==> config.mk <==
export PLATFORM = sky130hd
export DESIGN_NAME = mul_operand_seq
export DESIGN_NICKNAME = d
export VERILOG_FILES = /design/src/rtl/mul_operand_seq.sv
export SDC_FILE = /design/constraint.sdc
export NUM_CORES = 1
export LEC_CHECK = 0
export ABC_AREA = 1
export CAP_MARGIN = 20
export CORE_MARGIN = 2
export CORE_UTILIZATION = 48
export CTS_CLUSTER_SIZE = 40
export DETAILED_ROUTE_END_ITERATION = 16
export PLACE_DENSITY_LB_ADDON = 0.1
export SLEW_MARGIN = 20
export SYNTH_ARGS = -nofsm -noshare
export SYNTH_HDL_FRONTEND = slang
export SYNTH_SLANG_ARGS = --single-unit
==> constraint.sdc <==
create_clock -name clk -period 2.4 [get_ports clk]
set_input_delay 0.36 -clock clk [delete_from_list [all_inputs] [get_ports clk]]
set_output_delay 0.36 -clock clk [all_outputs]
set_load 0.005 [all_outputs]
==> src/rtl/mul_operand_seq.sv <==
// mul_operand_seq
//   Operand sequencer for a digit-serial multiplier. On an accepted start it
//   captures operand A (held on a_o for the digit-transform array) and operand
//   B, then broadcasts B one 2-bit digit per cycle, most significant first.
//   A FLUSH cycle lets the transform array drain, then a one-cycle done pulse
//   closes the sequence.
//
// Ports
//   clk        clock, rising edge
//   rst_n      asynchronous active-low reset
//   start      load operands and begin a sequence (accepted in IDLE only)
//   abort      synchronous cancel of a running sequence
//   hold       downstream stall, freezes digit issue
//   a_in/b_in  operands, digit k at bits [2k+1:2k]
//   ready      high in IDLE
//   a_o        captured A, stable for the whole sequence
//   b_o        current B digit
//   digit_idx  index of the digit on b_o
//   digit_vld  b_o/digit_idx carry a newly issued digit
//   last       issued digit is digit 0
//   m_vld      transform-array output valid (digit_vld delayed one cycle)
//   m_last     last delayed one cycle
//   done       one-cycle completion pulse
//   err        sticky flag: a captured operand held the illegal code 2'b11
module mul_operand_seq #(
    parameter int P  = 33,
    parameter int IW = $clog2(P)
) (
    input  logic            clk,
    input  logic            rst_n,
    input  logic            start,
    input  logic            abort,
    input  logic            hold,
    input  logic [2*P-1:0]  a_in,
    input  logic [2*P-1:0]  b_in,
    output logic            ready,
    output logic [2*P-1:0]  a_o,
    output logic [1:0]      b_o,
    output logic [IW-1:0]   digit_idx,
    output logic            digit_vld,
    output logic            last,
    output logic            m_vld,
    output logic            m_last,
    output logic            done,
    output logic            err
);

    typedef enum logic [1:0] {
        S_IDLE,
        S_RUN,
        S_FLUSH,
        S_DONE
    } state_t;

    state_t          r_state;
    logic [2*P-1:0]  r_a;
    logic [2*P-1:0]  r_bsh;      // digits of B not yet loaded onto b_o, MSB-aligned
    logic [1:0]      r_b;
    logic [IW-1:0]   r_idx;
    logic            r_vld;
    logic            r_last;
    logic            r_mvld;
    logic            r_mlast;
    logic            r_done;
    logic            r_err;

    state_t          w_state_nxt;
    logic [2*P-1:0]  w_a_nxt;
    logic [2*P-1:0]  w_bsh_nxt;
    logic [1:0]      w_b_nxt;
    logic [IW-1:0]   w_idx_nxt;
    logic            w_vld_nxt;
    logic            w_last_nxt;
    logic            w_mvld_nxt;
    logic            w_mlast_nxt;
    logic            w_done_nxt;
    logic            w_err_nxt;
    logic            w_illegal;

    localparam logic [IW-1:0] TOP_IDX = IW'(P - 1);

    // Any 2'b11 digit in either incoming operand.
    always_comb begin
        w_illegal = 1'b0;
        for (int unsigned k = 0; k < P; k++) begin
            if (a_in[2*k +: 2] == 2'b11 || b_in[2*k +: 2] == 2'b11) begin
                w_illegal = 1'b1;
            end
        end
    end

    always_comb begin
        w_state_nxt = r_state;
        w_a_nxt     = r_a;
        w_bsh_nxt   = r_bsh;
        w_b_nxt     = r_b;
        w_idx_nxt   = r_idx;
        w_vld_nxt   = 1'b0;
        w_mvld_nxt  = r_vld;
        w_mlast_nxt = r_last;
        w_done_nxt  = 1'b0;
        w_err_nxt   = r_err;

        case (r_state)
            S_IDLE: begin
                if (start) begin
                    w_state_nxt = S_RUN;
                    w_a_nxt     = a_in;
                    w_b_nxt     = b_in[2*P-1 -: 2];
                    w_bsh_nxt   = b_in << 2;
                    w_idx_nxt   = TOP_IDX;
                    w_vld_nxt   = 1'b1;
                    w_err_nxt   = w_illegal;
                end
            end
            // b_o always shows the next digit to be issued; digit_vld marks
            // the cycle it is actually issued. A stall that begins right after
            // an issue still advances b_o to the following digit, but leaves
            // it unissued until hold drops, so each digit is valid exactly once.
            S_RUN: begin
                if (r_vld) begin
                    if (r_idx == '0) begin
                        w_state_nxt = S_FLUSH;
                        w_b_nxt     = '0;
                    end else begin
                        w_b_nxt   = r_bsh[2*P-1 -: 2];
                        w_bsh_nxt = r_bsh << 2;
                        w_idx_nxt = r_idx - IW'(1);
                        w_vld_nxt = !hold;
                    end
                end else begin
                    w_vld_nxt = !hold;
                end
            end
            S_FLUSH: begin
                w_state_nxt = S_DONE;
                w_b_nxt     = '0;
                w_done_nxt  = 1'b1;
            end
            S_DONE: begin
                w_state_nxt = S_IDLE;
            end
            default: begin
                w_state_nxt = S_IDLE;
            end
        endcase

        // Abort outranks hold and every in-sequence transition; A is kept.
        if (abort && r_state != S_IDLE) begin
            w_state_nxt = S_IDLE;
            w_b_nxt     = '0;
            w_idx_nxt   = '0;
            w_vld_nxt   = 1'b0;
            w_mvld_nxt  = 1'b0;
            w_mlast_nxt = 1'b0;
            w_done_nxt  = 1'b0;
        end

        w_last_nxt = w_vld_nxt && (w_idx_nxt == '0);
    end

    always_ff @(posedge clk or negedge rst_n) begin
        if (!rst_n) begin
            r_state <= S_IDLE;
            r_a     <= '0;
            r_bsh   <= '0;
            r_b     <= '0;
            r_idx   <= '0;
            r_vld   <= 1'b0;
            r_last  <= 1'b0;
            r_mvld  <= 1'b0;
            r_mlast <= 1'b0;
            r_done  <= 1'b0;
            r_err   <= 1'b0;
        end else begin
            r_state <= w_state_nxt;
            r_a     <= w_a_nxt;
            r_bsh   <= w_bsh_nxt;
            r_b     <= w_b_nxt;
            r_idx   <= w_idx_nxt;
            r_vld   <= w_vld_nxt;
            r_last  <= w_last_nxt;
            r_mvld  <= w_mvld_nxt;
            r_mlast <= w_mlast_nxt;
            r_done  <= w_done_nxt;
            r_err   <= w_err_nxt;
        end
    end

    assign ready     = (r_state == S_IDLE);
    assign a_o       = r_a;
    assign b_o       = r_b;
    assign digit_idx = r_idx;
    assign digit_vld = r_vld;
    assign last      = r_last;
    assign m_vld     = r_mvld;
    assign m_last    = r_mlast;
    assign done      = r_done;
    assign err       = r_err;

    a_idx_range: assert property (@(posedge clk) disable iff (!rst_n)
        digit_idx <= TOP_IDX);
    a_last_vld: assert property (@(posedge clk) disable iff (!rst_n)
        last |-> digit_vld);
    a_done_idle: assert property (@(posedge clk) disable iff (!rst_n)
        done |=> ready);

endmodule
==> key figures, run 1 <==
Critical path
  • Highest fanout seen on the critical path: 8
  • Largest stage delay on the critical path: 0.57 ns
  • CP Data Required Time: 2.04 ns
  • Worst Path Arrival: 1.85 ns
  • Top cell family by delay on the critical path: buffers and inverters
  • Buffering stage count on the worst path with inverters included: 2
  • Critical-path cell with the highest stage delay: clkdlybuf4s50_1
  • Type of element launching the critical path: flip-flop
  • Sort of element at the end of the critical path: primary output
  • Worst reg2reg path startpoint: r_state[0]$_DFFE_PN0P_
  • Type of the setup path with the least slack: reg2out
  • Crit. Startpoint: r_state[0]$_DFFE_PN0P_
  • Capturing element of the worst setup path: ready
  • Slack of the worst reg-to-reg path: about 0.33 ns
  • Endpoint of the worst register-to-register path: r_bsh[22]$_DFFE_PN0P_
  • Worst R2R Path Depth: 11
  • WP depth: 3
  • Critical-path cell list: inv_1 -> ha_1 -> clkdlybuf4s50_1

Clocking
  • Clk_lat worst skew: 0.42 ns
  • Total number of H-tree levels: 4
  • Sink count of the clock tree: 146
  • Number of buffers inserted to repair setup after CTS: 0
  • Clock buffer count from CTS: 17
  • CTS tree: built
  • Clock-pin slew on the worst setup and hold paths: 0.06 ns
  • Maximum root-to-sink buffer count: 2
  • Clock root buffer: clkbuf_16

Synth
  • Unique cell type count in the Yosys netlist: 33
  • Warnings, synthesis: 0
  • Number of synthesized flops with an enable pin: 0
  • Avg Cell Area, Syn: 8.575 um2
  • Sequential area share after synthesis: 49.20%
  • Predominant post-synthesis flop cell: dfrtp_1
  • Post-synthesis async set-or-reset flop share: 100.0%
  • Most frequent cells after synthesis: 309 x nand2_1, 146 x dfrtp_1, 120 x inv_1, 57 x o211ai_2, 47 x o21ai_0
  • Cell count after synthesis: a little under 900
  • Top-count cell post-synth: nand2_1
  • Mapped Area: approximately 7400 um2
  • Proportion of netlist area held by the largest area contributor: between 40% and 50%
  • Post-synth net total: between 1,000 and 1,500
  • Main area contributors after synthesis: dfrtp_1 49%, nand2_1 16%, o211ai_2 9.6%, inv_1 6.1%, o21ai_2 3.3%
  • Library cell with the largest summed area after synthesis: dfrtp_1
  • Number of synthesized register bits: 146

Final layout
  • Area growth, synth to finish: 38.43%
  • Number of nets in the finished design: 1,214
  • Number of antenna repair diodes: 0
  • Filler Cell Count: 1,251
  • Fraction of final layout cells sized beyond drive strength 1: 12.90%

Power and ir drop
  • Static leakage: approximately 4.9 nW
  • Max VDD drop: 0.8395 mV
  • P per Cell Area: 1335 nW/um2
  • Post-layout power: approximately 14 mW

Timing
  • Max-slew violation count: 0
  • Largest clock skew in the final design: roughly 0.0055 ns
  • Final period util: 91.98%
  • Tightest slew margin relative to the limit: 48.80%
  • Post-route setup slack: 0.1924 ns
  • Setup TNS: 0 ns
  • Setup violation total in the final timing report: 0
  • Min Clock Period, post-route: around 2.2 ns
  • Worst Hold Margin: 0.4766 ns
  • Worst Max-Slew Pin Slew: 0.7680 ns
  • Fmax: between 400 and 500 MHz
  • Number of hold violations in the final report: 0
  • RSZ-0062 raised after global routing: no

GRT
  • Initial antenna violation count: 0
  • Number of global-route vias before repair: 6,047
  • Largest net degree at the start of global routing: 127
  • Wire length of the first global-routing pass: 31,420 um
  • Gr usage total: 24.85%
  • Total overflow reported by the global router: 0

Floorplan
  • Die Y-Extent: 128.4 um
  • Starting utilization of the core area: 49.03%
  • Number of ports placed on the die boundary: 218
  • Horizontal extent of the die: roughly 130 um
  • Total number of placement rows: 45
  • Die ar.: 16,480 um2
  • Area of the core: roughly 15,000 um2

Placed design
  • Count of input and output buffers: 217
  • Last weighted congestion value of the routability-driven placer: around 0.87
  • Post-place setup slack: 0.2753 ns
  • Half-perimeter wire length of the detailed placement result: 14,550 um

Routing
  • Post-DRT Antenna Nets: 0
  • Via count: 6,285
  • Number of DRC markers in iteration 0: about 360
  • Number of DRC violations after detailed routing: 0
  • Total wirelength of the detailed-routed design: 19,720 um
  • First-pass DRT Iterations: 5
  • Vias per cell: 4.937
  • Routed len/inst: 15.49 um

Outcome
  • Status: finished, final reports clean

Worst hold path
  • Worst min path class: reg2reg

Flow run
  • Max Cap Violations: 0
## state kept, by name, summed over array words and instances (netlist names)
register	cells
m_vld	1
r_state	2
err	1
done	1
m_last	1
a_o	66
digit_idx	6
r_bsh	64
last	1
b_o	2
digit_vld	1
## worst min-delay path by stage
stage                                   start                      to  slack, ns  cells after the start
after floorplan                         rst_n      a_o[0]$_DFFE_PN0P_       0.06                      0
after global placement                  rst_n  r_state[0]$_DFFE_PN0P_       0.40                      1
after detailed placement                rst_n          done$_DFF_PN0_       0.40                      1
after CTS                 a_o[12]$_DFFE_PN0P_     a_o[12]$_DFFE_PN0P_       0.48                      2
after global routing       a_o[4]$_DFFE_PN0P_      a_o[4]$_DFFE_PN0P_       0.49                      2
final                     a_o[57]$_DFFE_PN0P_     a_o[57]$_DFFE_PN0P_       0.48                      2
## area by class of cell
type,instances,area (um2),share of cell area (%)
tap,188,235.2,2.288
multi-input combinational,555,3004,29.22
timing repair buffer,230,2336,22.72
sequential,146,3654,35.54
inverter,123,466.7,4.540
clock buffer,23,508.0,4.942
clock inverter,8,76.32,0.7425
## layout by cell type (no fill, tap or decap), types with 2 or more instances in the layout
cell | netlist | layout
clkbuf_16 | 0 | 17
clkinv_2 | 0 | 3
o211ai_1 | 4 | 4
buf_12 | 7 | 5
o21ai_1 | 33 | 33
nor3_1 | 2 | 2
a32oi_1 | 2 | 2
ha_1 | 4 | 3
dfrtp_1 | 146 | 146
nand4_1 | 8 | 8
a21oi_1 | 5 | 5
nand3_1 | 17 | 17
inv_1 | 120 | 120
o21ai_2 | 28 | 28
o21ai_0 | 47 | 47
inv_4 | 2 | 2
o211ai_2 | 57 | 57
nand2_1 | 309 | 308
clkdlybuf4s50_1 | 0 | 216
clkinvlp_4 | 0 | 3
clkbuf_8 | 0 | 6
o22ai_1 | 2 | 2
buf_4 | 3 | 7
nor2_1 | 28 | 28
## per-stage QoR
step | utilization (%) | instances | cell area [um2]
floorplan | - | 866 | 7426
global placement | 63.95 | 1241 | 9686
detailed placement | 63.95 | 1241 | 9686
CTS | 67.87 | 1273 | 10280
global route | 67.87 | 1273 | 10280
finish | 67.87 | 1273 | 10280
## power by group
part,internal (mW),leakage (nW),switching (mW)
clock,1.58,0.283,1.02
sequential,3.68,1.81,0.502
combinational,3.09,2.78,3.86
total,8.34,4.87,5.38
## cells by family (layout without fill, tap and decap cells)
group                    count (synthesis)  in the layout  synth area share [%]
adder cells (fa/ha/maj)                  4              4                0.6740
AO/OA/AOI/OAI                          180            180                 19.66
AND/OR/NAND/NOR                        371            371                 19.92
flip-flops                             146            146                 49.20
buffers and inverters                  165            384                 10.55
## timing repair
action                    CTS  global route
resized for setup           0             0
hold buffers                1             0
hold endpoints to repair   61             0
## worst register-to-register path: cells and delay by family, from the launching register on
family / cells / cell delay (ns)
buffers and inverters: 5 / 0.73
DFF: 1 / 0.41
adders and majority gates: 1 / 0.34
and+or+nand+nor: 3 / 0.27
AOI/OAI and AO/OA: 2 / 0.26
## per-layer routing
layer  wire length [um]  track usage (%)  part of all wire, %  up-vias
li1                   -                -                    -     3177
met1               9052            34.53                   46     2904
met2               9244            39.36                   47      178
met3               1043            4.615                  5.3       26
met4                376            8.856                  1.9        0
met5                  0                0                    0        -
(Power assumes the default switching activity.)
==> run 2: changes to the inputs <==
--- a/config.mk
+++ b/config.mk
@@ -12,7 +12,7 @@
 export CTS_CLUSTER_SIZE = 40
 export DETAILED_ROUTE_END_ITERATION = 16
 export PLACE_DENSITY_LB_ADDON = 0.1
-export SLEW_MARGIN = 20
+export SLEW_MARGIN = 10
 export SYNTH_ARGS = -nofsm -noshare
 export SYNTH_HDL_FRONTEND = slang
 export SYNTH_SLANG_ARGS = --single-unit
==> results of run 2 <==
The final DEF is identical to that of run 1; final timing and power are the same.
